$ cat src/rtl/uart_fifo_link.sv
`default_nettype none
// uart_fifo_link - full-duplex UART, FWFT FIFOs on TX and RX, echo mode, sticky errors.
// Optional even parity: define UART_FIFO_LINK_PARITY_EN. Revision 1.0

module uart_fifo_link_fifo #(
  parameter int WIDTH = 8,
  parameter int DEPTH = 4
) (
  input  logic                     clk,
  input  logic                     reset_n,
  input  logic                     push,
  input  logic                     pop,
  input  logic [WIDTH-1:0]         wdata,
  output logic [WIDTH-1:0]         rdata,
  output logic [$clog2(DEPTH):0]   level
);
  localparam int AW = $clog2(DEPTH);

  logic [WIDTH-1:0] mem [DEPTH];
  logic [AW-1:0]    wr_ptr;
  logic [AW-1:0]    rd_ptr;

  // Callers qualify push/pop, so a push while full only arrives together with a pop.
  always_ff @(posedge clk) begin
    if (!reset_n) begin
      wr_ptr <= '0;
      rd_ptr <= '0;
      level  <= '0;
      for (int i = 0; i < DEPTH; i++) mem[i] <= '0;
    end else begin
      if (push) begin
        mem[wr_ptr] <= wdata;
        wr_ptr      <= wr_ptr + AW'(1);
      end
      if (pop) rd_ptr <= rd_ptr + AW'(1);
      if (push && !pop)      level <= level + (AW+1)'(1);
      else if (pop && !push) level <= level - (AW+1)'(1);
    end
  end

  assign rdata = mem[rd_ptr];
endmodule

module uart_fifo_link #(
  parameter int DATA_WIDTH = 8,
  parameter int BAUD_RATE  = 115_200,
  parameter int CLK_FREQ   = 50_000_000,
  parameter int FIFO_DEPTH = 4,
  parameter int STOP_BITS  = 1
) (
  input  logic                          clk,
  input  logic                          reset_n,
  input  logic                          ena,
  input  logic                          rx_signal,
  output logic                          tx_signal,
  input  logic [DATA_WIDTH-1:0]         tx_data,
  input  logic                          tx_valid,
  output logic                          tx_ready,
  output logic [DATA_WIDTH-1:0]         rx_data,
  output logic                          rx_valid,
  input  logic                          rx_ready,
  input  logic                          echo_en,
  output logic [$clog2(FIFO_DEPTH):0]   tx_level,
  output logic [$clog2(FIFO_DEPTH):0]   rx_level,
  output logic                          overflow,
  output logic                          frame_err,
  input  logic                          clear_err
);
  localparam int BIT_CLKS = CLK_FREQ / BAUD_RATE;
  localparam int LW = $clog2(FIFO_DEPTH) + 1;
  localparam int CW = $clog2(STOP_BITS * BIT_CLKS + 1);
  localparam int IW = $clog2(DATA_WIDTH + 1);
  localparam logic [CW-1:0] BIT_LAST  = CW'(BIT_CLKS - 1);
  localparam logic [CW-1:0] HALF_LAST = CW'(BIT_CLKS / 2 - 1);
  localparam logic [CW-1:0] STOP_LAST = CW'(STOP_BITS * BIT_CLKS - 1);
  localparam logic [IW-1:0] BITS_LAST = IW'(DATA_WIDTH - 1);
  localparam logic [LW-1:0] FULL_LVL  = LW'(FIFO_DEPTH);

`ifdef UART_FIFO_LINK_PARITY_EN
  typedef enum logic [2:0] {S_IDLE, S_START, S_DATA, S_PARITY, S_STOP, S_BREAK} state_t;
`else
  typedef enum logic [2:0] {S_IDLE, S_START, S_DATA, S_STOP, S_BREAK} state_t;
`endif

  state_t                tx_state, rx_state;
  logic [CW-1:0]         tx_cnt, rx_cnt;
  logic [IW-1:0]         tx_idx, rx_idx;
  logic [DATA_WIDTH-1:0] tx_shift, rx_shift, txf_head, txf_wdata;
  logic                  sync1, sync2, rx_perr;
  logic                  tx_full, tx_empty, rx_full;
  logic                  txf_push, txf_pop, rxf_push, rxf_pop;
  logic                  stop_sample, rx_done, ovf_set, fe_set;

  always_ff @(posedge clk) begin
    if (!reset_n) {sync2, sync1} <= 2'b11;
    else          {sync2, sync1} <= {sync1, rx_signal};
  end

  assign tx_full  = (tx_level == FULL_LVL);
  assign tx_empty = (tx_level == '0);
  assign rx_full  = (rx_level == FULL_LVL);
  assign rx_valid = (rx_level != '0);
  assign tx_ready = !tx_full && !echo_en;

  assign stop_sample = ena && (rx_state == S_STOP) && (rx_cnt == BIT_LAST);
  assign rx_done     = stop_sample && sync2 && !rx_perr;
  assign fe_set      = stop_sample && (!sync2 || rx_perr);
  assign txf_pop     = ena && !tx_empty &&
                       ((tx_state == S_IDLE) || ((tx_state == S_STOP) && (tx_cnt == STOP_LAST)));
  assign rxf_pop     = ena && rx_valid && rx_ready;
  // echo_en selects the destination of each completed character at its stop sample.
  assign txf_push    = echo_en ? (rx_done && (!tx_full || txf_pop))
                               : (ena && tx_valid && tx_ready);
  assign txf_wdata   = echo_en ? rx_shift : tx_data;
  assign rxf_push    = rx_done && !echo_en && (!rx_full || rxf_pop);
  assign ovf_set     = rx_done && (echo_en ? (tx_full && !txf_pop) : (rx_full && !rxf_pop));

  uart_fifo_link_fifo #(.WIDTH(DATA_WIDTH), .DEPTH(FIFO_DEPTH)) u_tx_fifo (
    .clk(clk), .reset_n(reset_n), .push(txf_push), .pop(txf_pop),
    .wdata(txf_wdata), .rdata(txf_head), .level(tx_level)
  );

  uart_fifo_link_fifo #(.WIDTH(DATA_WIDTH), .DEPTH(FIFO_DEPTH)) u_rx_fifo (
    .clk(clk), .reset_n(reset_n), .push(rxf_push), .pop(rxf_pop),
    .wdata(rx_shift), .rdata(rx_data), .level(rx_level)
  );

  always_ff @(posedge clk) begin
    if (!reset_n) begin
      overflow  <= 1'b0;
      frame_err <= 1'b0;
    end else if (ena) begin
      if (ovf_set)        overflow  <= 1'b1;
      else if (clear_err) overflow  <= 1'b0;
      if (fe_set)         frame_err <= 1'b1;
      else if (clear_err) frame_err <= 1'b0;
    end
  end

`ifdef UART_FIFO_LINK_PARITY_EN
  logic tx_par;
`endif

  always_ff @(posedge clk) begin
    if (!reset_n) begin
      tx_state  <= S_IDLE;
      tx_cnt    <= '0;
      tx_idx    <= '0;
      tx_shift  <= '0;
      tx_signal <= 1'b1;
`ifdef UART_FIFO_LINK_PARITY_EN
      tx_par    <= 1'b0;
`endif
    end else if (ena) begin
      case (tx_state)
        S_IDLE: if (txf_pop) begin
          tx_state  <= S_START;
          tx_shift  <= txf_head;
          tx_cnt    <= '0;
          tx_signal <= 1'b0;
`ifdef UART_FIFO_LINK_PARITY_EN
          tx_par    <= ^txf_head;
`endif
        end
        S_START: if (tx_cnt == BIT_LAST) begin
          tx_state  <= S_DATA;
          tx_cnt    <= '0;
          tx_idx    <= '0;
          tx_signal <= tx_shift[0];
        end else tx_cnt <= tx_cnt + CW'(1);
        S_DATA: if (tx_cnt == BIT_LAST) begin
          tx_cnt <= '0;
          if (tx_idx == BITS_LAST) begin
`ifdef UART_FIFO_LINK_PARITY_EN
            tx_state  <= S_PARITY;
            tx_signal <= tx_par;
`else
            tx_state  <= S_STOP;
            tx_signal <= 1'b1;
`endif
          end else begin
            tx_idx    <= tx_idx + IW'(1);
            tx_shift  <= tx_shift >> 1;
            tx_signal <= tx_shift[1];
          end
        end else tx_cnt <= tx_cnt + CW'(1);
`ifdef UART_FIFO_LINK_PARITY_EN
        S_PARITY: if (tx_cnt == BIT_LAST) begin
          tx_state  <= S_STOP;
          tx_cnt    <= '0;
          tx_signal <= 1'b1;
        end else tx_cnt <= tx_cnt + CW'(1);
`endif
        // A queued character starts straight out of STOP so frames run back to back.
        S_STOP: if (tx_cnt == STOP_LAST) begin
          tx_cnt <= '0;
          if (txf_pop) begin
            tx_state  <= S_START;
            tx_shift  <= txf_head;
            tx_signal <= 1'b0;
`ifdef UART_FIFO_LINK_PARITY_EN
            tx_par    <= ^txf_head;
`endif
          end else tx_state <= S_IDLE;
        end else tx_cnt <= tx_cnt + CW'(1);
        default: begin
          tx_state  <= S_IDLE;
          tx_signal <= 1'b1;
        end
      endcase
    end
  end

`ifndef UART_FIFO_LINK_PARITY_EN
  assign rx_perr = 1'b0;
`endif

  always_ff @(posedge clk) begin
    if (!reset_n) begin
      rx_state <= S_IDLE;
      rx_cnt   <= '0;
      rx_idx   <= '0;
      rx_shift <= '0;
`ifdef UART_FIFO_LINK_PARITY_EN
      rx_perr  <= 1'b0;
`endif
    end else if (ena) begin
      case (rx_state)
        S_IDLE: if (!sync2) begin
          rx_state <= S_START;
          rx_cnt   <= '0;
        end
        S_START: if (rx_cnt == HALF_LAST) begin
          rx_cnt   <= '0;
          rx_idx   <= '0;
          rx_state <= sync2 ? S_IDLE : S_DATA;
        end else rx_cnt <= rx_cnt + CW'(1);
        S_DATA: if (rx_cnt == BIT_LAST) begin
          rx_cnt   <= '0;
          rx_shift <= {sync2, rx_shift[DATA_WIDTH-1:1]};
          if (rx_idx == BITS_LAST) begin
`ifdef UART_FIFO_LINK_PARITY_EN
            rx_state <= S_PARITY;
`else
            rx_state <= S_STOP;
`endif
          end else rx_idx <= rx_idx + IW'(1);
        end else rx_cnt <= rx_cnt + CW'(1);
`ifdef UART_FIFO_LINK_PARITY_EN
        S_PARITY: if (rx_cnt == BIT_LAST) begin
          rx_cnt   <= '0;
          rx_perr  <= sync2 ^ (^rx_shift);
          rx_state <= S_STOP;
        end else rx_cnt <= rx_cnt + CW'(1);
`endif
        S_STOP: if (rx_cnt == BIT_LAST) begin
          rx_cnt   <= '0;
          rx_state <= sync2 ? S_IDLE : S_BREAK;
        end else rx_cnt <= rx_cnt + CW'(1);
        S_BREAK: if (sync2) rx_state <= S_IDLE;
        default: rx_state <= S_IDLE;
      endcase
    end
  end
endmodule
`default_nettype wire

$ cat config.mk
export PLATFORM = sky130hd
export DESIGN_NAME = uart_fifo_link
export DESIGN_NICKNAME = d
export VERILOG_FILES = /design/src/rtl/uart_fifo_link.sv
export SDC_FILE = /design/constraint.sdc
export NUM_CORES = 1
export LEC_CHECK = 0
export CORE_MARGIN = 2
export CORE_UTILIZATION = 30
export CTS_BUF_LIST = sky130_fd_sc_hd__clkbuf_8
export DETAILED_ROUTE_END_ITERATION = 10
export PLACE_DENSITY = 0.46
export REMOVE_ABC_BUFFERS = 1
export SLEW_MARGIN = 30
export SYNTH_ARGS = -nofsm -noshare
export SYNTH_HDL_FRONTEND = slang
export SYNTH_SLANG_ARGS = --single-unit
$ cat constraint.sdc
create_clock -name clk -period 5.55 [get_ports clk]
set_input_delay 1.665 -clock clk [delete_from_list [all_inputs] [get_ports clk]]
set_output_delay 1.665 -clock clk [all_outputs]
set_load 0.02 [all_outputs]
==> results of run 1 <==
[where the power goes]
| group | leakage, nW | internal (W) | total (W) | switching [W] |
|---|---|---|---|---|
| clock network | 0.193 | 0.000375 | 0.000817 | 0.000442 |
| registers | 1.20 | 0.00110 | 0.00117 | 0.0000721 |
| logic | 1.13 | 0.000205 | 0.000454 | 0.000249 |
[sequential cells by signal, indices dropped and copies added (netlist names), 4 cells and up, named ones only]
| name | count |
|---|---|
| u_rx_fifo.mem | 32 |
| u_tx_fifo.mem | 32 |
| rx_cnt | 9 |
| tx_cnt | 9 |
| rx_shift | 8 |
| tx_shift | 8 |
| rx_idx | 4 |
| tx_idx | 4 |
[metal layers]
metal / vias to the layer above / GRT usage (%) / wire [µm]
met5: - / 0 / 0
met4: 0 / 4.62 / 136
met3: 8 / 3.08 / 631
met2: 78 / 22.7 / 7230
met1: 2213 / 18.1 / 6780
li1: 2243 / - / -
[kinds of logic after synthesis]
group	Yosys count	synth area share, %
AO/OA/AOI/OAI	75	7.89
XOR/XNOR	20	2.76
adder cells (fa/ha/maj)	17	3.59
buffers and inverters	54	3.45
flip-flops	134	52.4
multiplexers	40	9.48
AND/OR/NAND/NOR	277	20.5
[worst max-delay path, delay by kind of cell]
kind                   cells  cell delay, ns
AND/OR/NAND/NOR            1            0.16
buffers and inverters      2            1.13
[stage by stage]
stage	instance area (µm²)	util [%]	cells	hold WS, ns	power (W)
final	7320	35.1	931	0.426	0.00244
after global routing	7320	35.1	931	0.436	0.00257
after CTS	7320	35.1	931	0.423	0.00248
after detailed placement	6920	33.1	899	0.400	0.00165
after global placement	6920	33.1	899	0.396	0.00165
after floorplan	6210	-	586	0.386	0.00149
[cell type report]
cell class / count / share of cell area [%]
Sequential cell: 134 / 45.4
Multi-Input combinational cell: 429 / 38.3
Tap cell: 275 / 4.70
Timing Repair Buffer: 38 / 4.99
Clock buffer: 17 / 3.20
Clock inverter: 15 / 2.24
Inverter: 23 / 1.18
[how the worst max path moves through the flow]
stage / startpoint / to / slack, ns / cells after the start
2_1_floorplan: echo_en / u_tx_fifo.level[2] / 1.72 / 8
3_3_place_gp: ena / u_rx_fifo.level[2] / 0.87 / 10
3_5_place_dp: ena / u_rx_fifo.level[2] / 0.81 / 10
4_1_cts: echo_en / tx_ready / 0.88 / 3
5_1_grt: echo_en / tx_ready / 0.89 / 3
6_report: echo_en / tx_ready / 0.92 / 3
[layout by cell type, fill, tap and decap left out, types with 7 or more instances in the layout]
cell	Yosys	final
nor2_1	111	111
nand3_1	27	27
edfxtp_1	64	64
a21oi_1	8	8
nor3_1	8	8
mux2i_1	23	23
or3_1	7	7
mux4_2	16	16
xor2_1	14	14
clkbuf_8	0	17
clkdlybuf4s50_1	0	33
o21ai_0	22	22
ha_1	15	15
dfxtp_1	70	70
a21boi_0	7	7
nand4_1	13	13
inv_1	21	21
nand2_1	73	73
[cells in the mapped netlist (all sizes together), types with 3 or more instances]
cell | instances | area share [%]
nand3 | 28 | 2.3
clkbuf | 21 | 1.2
edfxtp | 64 | 30
o32ai | 3 | 0.41
and2 | 3 | 0.30
a21oi | 8 | 0.63
a21boi | 7 | 0.83
or3 | 7 | 0.69
nand2 | 73 | 4.3
nor3 | 8 | 0.63
nand2b | 6 | 0.59
xnor2 | 6 | 0.83
xor2 | 14 | 1.9
o22ai | 6 | 0.59
and3 | 4 | 0.39
nand3b | 5 | 0.59
buf | 10 | 0.85
o21a | 5 | 0.59
inv | 23 | 1.4
o21ai | 22 | 1.7
dfxtp | 70 | 22
nand4 | 14 | 1.6
a211oi | 3 | 0.43
mux4 | 16 | 5.7
nor3b | 3 | 0.35
mux2i | 23 | 3.6
nor2b | 3 | 0.30
nor2 | 111 | 6.6
ha | 15 | 3.0
a31oi | 5 | 0.49
==> run metrics, run 1 <==
NumNets Final=676; Post-DRT Antenna Nets=0; CTS Buf Count=17; Max Slew Vio Count=0; CTS Hold Bufs=0; CTS tree=yes; EDFF count, synth=64; Worst-Margin Slew=about 0.9 ns; Final setup viols=0; post-CTS setup buffers=0; Max Cap Viol=0; Avg Cell Area, Syn=slightly above 10 µm²; fillcell total=2120; Crit-path slowest cell=clkdlybuf4s50_1; hold depth=1; Worst Path Max Fanout=2; post-DP HPWL=10400 µm; I/O Pins=35; row cnt=53; Setup CP Type=input port to primary output; sequential-to-total area share from yosys stat=between 50% and 60%; worst endpoint data arrival time=~3.0 ns; Tcrit/Tclk final=83.4%; overall routing resource usage=roughly 14%; Clk pin slew, worst setup/hold paths=~0.090 ns; Clock Tree Buf Depth=2; DR pass1 iterations=5; Crit. End Element=primary output; Multi-input gate area=roughly 2800 µm²; post-route clock skew=0.0143 ns; unrepaired setup endpoints after global routing=false; FF-to-FF End=u_rx_fifo.level[2]; slowest cell delay on critical path=~0.6 ns; vias per cell=a little under 5; # port buffers=34; Seq cells post-synth=134; Max VDD drop=about 140 µV; GR Overflow Total=0; Pleak=2.52 nW; slew margin rel.=around two fifths; Root Buffer=clkbuf_8; Layout area overhead=15.4%; setup ws final=0.919 ns; worst min-delay path class=flip-flop to flip-flop; share of synthesized registers carrying an async set or reset=0%; die footprint=~22000 µm²; first-pass GRT wire length=23800 µm; worst-path cell chain=clkdlybuf4s50_1, nor2b_1, clkdlybuf4s50_1; Sequential Area=3320 µm²; Initial Utilization=a little under a third; Yosys cell types=61; clk_lat worst skew=roughly 0.45 ns; final weighted congestion in routability-driven placement=0.797; Power Density=between 300 and 400 nW/µm²; setup tns final=0 ns; Cells after Synth=slightly above 600; outcome=finished clean; PostCTS Resize Cnt=0; Required @ worst endpoint=slightly below 4 ns; H-tree levels=4; Worst R2R Start=rx_cnt[0]; Die H=approximately 150 µm; core area=between 20000 and 25000 µm²; # diodes=0; Primary FF master, synth=dfxtp_1; vias=around 4500; Tmin final=approximately 4.6 ns; drt wl/cell=roughly 16 µm; most frequent CP cell=clkdlybuf4s50_1; hold path endpoint=sync2; Remaining DRCs=0; layout cell share with drive strength beyond 1=roughly a tenth; Startpoint Class=input port; Final Hold Vio Count=0; Die Width=149 µm; pin count of the biggest net entering global routing=38; HP Start=sync1; initial antenna violation count=0; Max Fclk=approximately 220 MHz; R2R depth=11; worst slack, placed=~0.8 ns; yosys warns=0; synthesized cell area=between 6000 and 7000 µm²; vias in the first global route=approximately 4500; final wirelength=roughly 15000 µm; drt initial violations=between 200 and 300; Worst R2R Setup Slack=2.21 ns; Clock Sinks=between 100 and 150
(Power assumes the default switching activity.)
==> inputs of run 2 (changes only) <==
- PLACE_DENSITY: 0.46 -> 0.47
- clock period: 5.55 -> 3.9 ns (I/O delays scaled with it)
==> run metrics, run 2 (synthesis results as in run 1) <==
outcome=finished clean; post-DP HPWL=10500 µm; CP bufs+invs=2; Clock Sinks=between 100 and 150; Crit-path slowest cell=clkdlybuf4s50_1; most frequent cells in the layout=111 x nor2_1, 73 x nand2_1, 70 x dfxtp_1, 64 x edfxtp_1, 33 x clkdlybuf4s50_1; CTS Buf Count=17; Die Width=approximately 150 µm; die footprint=around 22000 µm²; clk_lat worst skew=0.46 ns; Tmin final=3.67 ns; Post-DRT Antenna Nets=0; post-CTS setup buffers=0; Non-Filler Instances=945; pin count of the biggest net entering global routing=38; row cnt=53; slowest cell delay on critical path=0.62 ns; Worst Path Max Fanout=4; unrepaired setup endpoints after global routing=false; Required @ worst endpoint=between 2 and 3 ns; CTS Hold Bufs=0; Startpoint Class=input port; Initial Utilization=a little under a third; GR Overflow Total=0; Final setup viols=0; # port buffers=34; fillcell total=~2100; core area=~21000 µm²; overall routing resource usage=~14%; vias=4637; Max Slew Vio Count=0; Power Density=~480 nW/µm²; PostCTS Resize Cnt=0; Clk pin slew, worst setup/hold paths=0.09 ns; worst slack, placed=-0.00156 ns; most frequent CP cell=clkdlybuf4s50_1; Die H=around 150 µm; initial antenna violation count=0; Sequential Area=~3300 µm²; final core occ=a little over a third; Max Cap Viol=0; WHS=~0.41 ns; H-tree levels=4; drt initial violations=364; final wirelength=roughly 15000 µm; Multi-input gate area=around 2800 µm²; worst min-delay path class=flip-flop to flip-flop; CTS tree=yes; layout cell share with drive strength beyond 1=between 10% and 20%; Remaining DRCs=0; slew margin rel.=45.9%; Final Hold Vio Count=0; Max VDD drop=slightly below 200 µV; Root Buffer=clkbuf_8; Pleak=between 2 and 3 nW; Tcrit/Tclk final=94.2%; Layout area overhead=17.3%; Top Registers=u_rx_fifo.mem: 32 flops, u_tx_fifo.mem: 32 flops; worst-path cell chain=clkdlybuf4s50_1, nor2b_1, clkdlybuf4s50_1; vias in the first global route=about 4600; Max Fclk=between 200 and 300 MHz; Clock Tree Buf Depth=2; NumNets Final=690; # diodes=0; Setup CP Type=input port to primary output; final weighted congestion in routability-driven placement=0.777; most common cell after layout, fill and taps aside=nor2_1; Crit. End Element=primary output; post-route clock skew=0.0120 ns; Overall Power=~0.0036 W; vias per cell=4.91; worst endpoint data arrival time=between 2 and 3 ns; setup ws final=0.226 ns; drt wl/cell=~16 µm; Worst-Margin Slew=0.810 ns; placed cell count=just over 900; Worst path top cell family by delay=buffers and inverters; first-pass GRT wire length=~25000 µm; I/O Pins=35; DR pass1 iterations=5
run 2: changes by cell type in the layout (fill, tap and decap cells not counted), sizes merged:
cell | previous run | this run
clkinvlp | 3 | 1
inv | 31 | 32
bufinv | 1 | 2
buf | 5 | 19
run 2: final timing paths:
kind | endpoint | cells after the start | start | slack [ns]
setup / recovery | tx_ready | 3 | echo_en | 0.23
hold / removal | sync2 | 1 | sync1 | 0.41
setup reg to reg | u_rx_fifo.level[2] | 11 | rx_cnt[0] | 0.79
hold reg to reg | sync2 | 1 | sync1 | 0.41
run 2: layer usage:
layer | vias up | global-route usage, % | routed length (µm)
met5 | - | 0 | 0
li1 | 2283 | - | -
met2 | 69 | 23.7 | 7550
met4 | 0 | 5.19 | 181
met3 | 18 | 3.26 | 483
met1 | 2267 | 18.3 | 6810
run 2: area by class of cell:
type                    instances  area share (%)
clock buffers                  17            3.14
clock inverters                15            2.49
inverters                      23            1.16
multi-input cells             429            37.7
flip-flops and latches        134            44.6
well taps                     275            4.62
repair buffers                 52            6.32
run 2: power by group:
part	switching, W	internal (W)
Clock	0.000638	0.000599
Combinational	0.000357	0.000304
Sequential	0.000103	0.00156
run 2: metrics by stage:
stage          instance area [µm²]  TNS [ns]
6_report                      7450         0
3_5_place_dp                  7030  -0.00156
3_3_place_gp                  7030         0
4_1_cts                       7450         0
2_1_floorplan                 6210         0
5_1_grt                       7450         0
==> inputs of run 3 (changes only) <==
- HOLD_SLACK_MARGIN: default -> 0.1
==> results of run 3 <==
Final layout, timing and power as in run 2 (identical DEF).
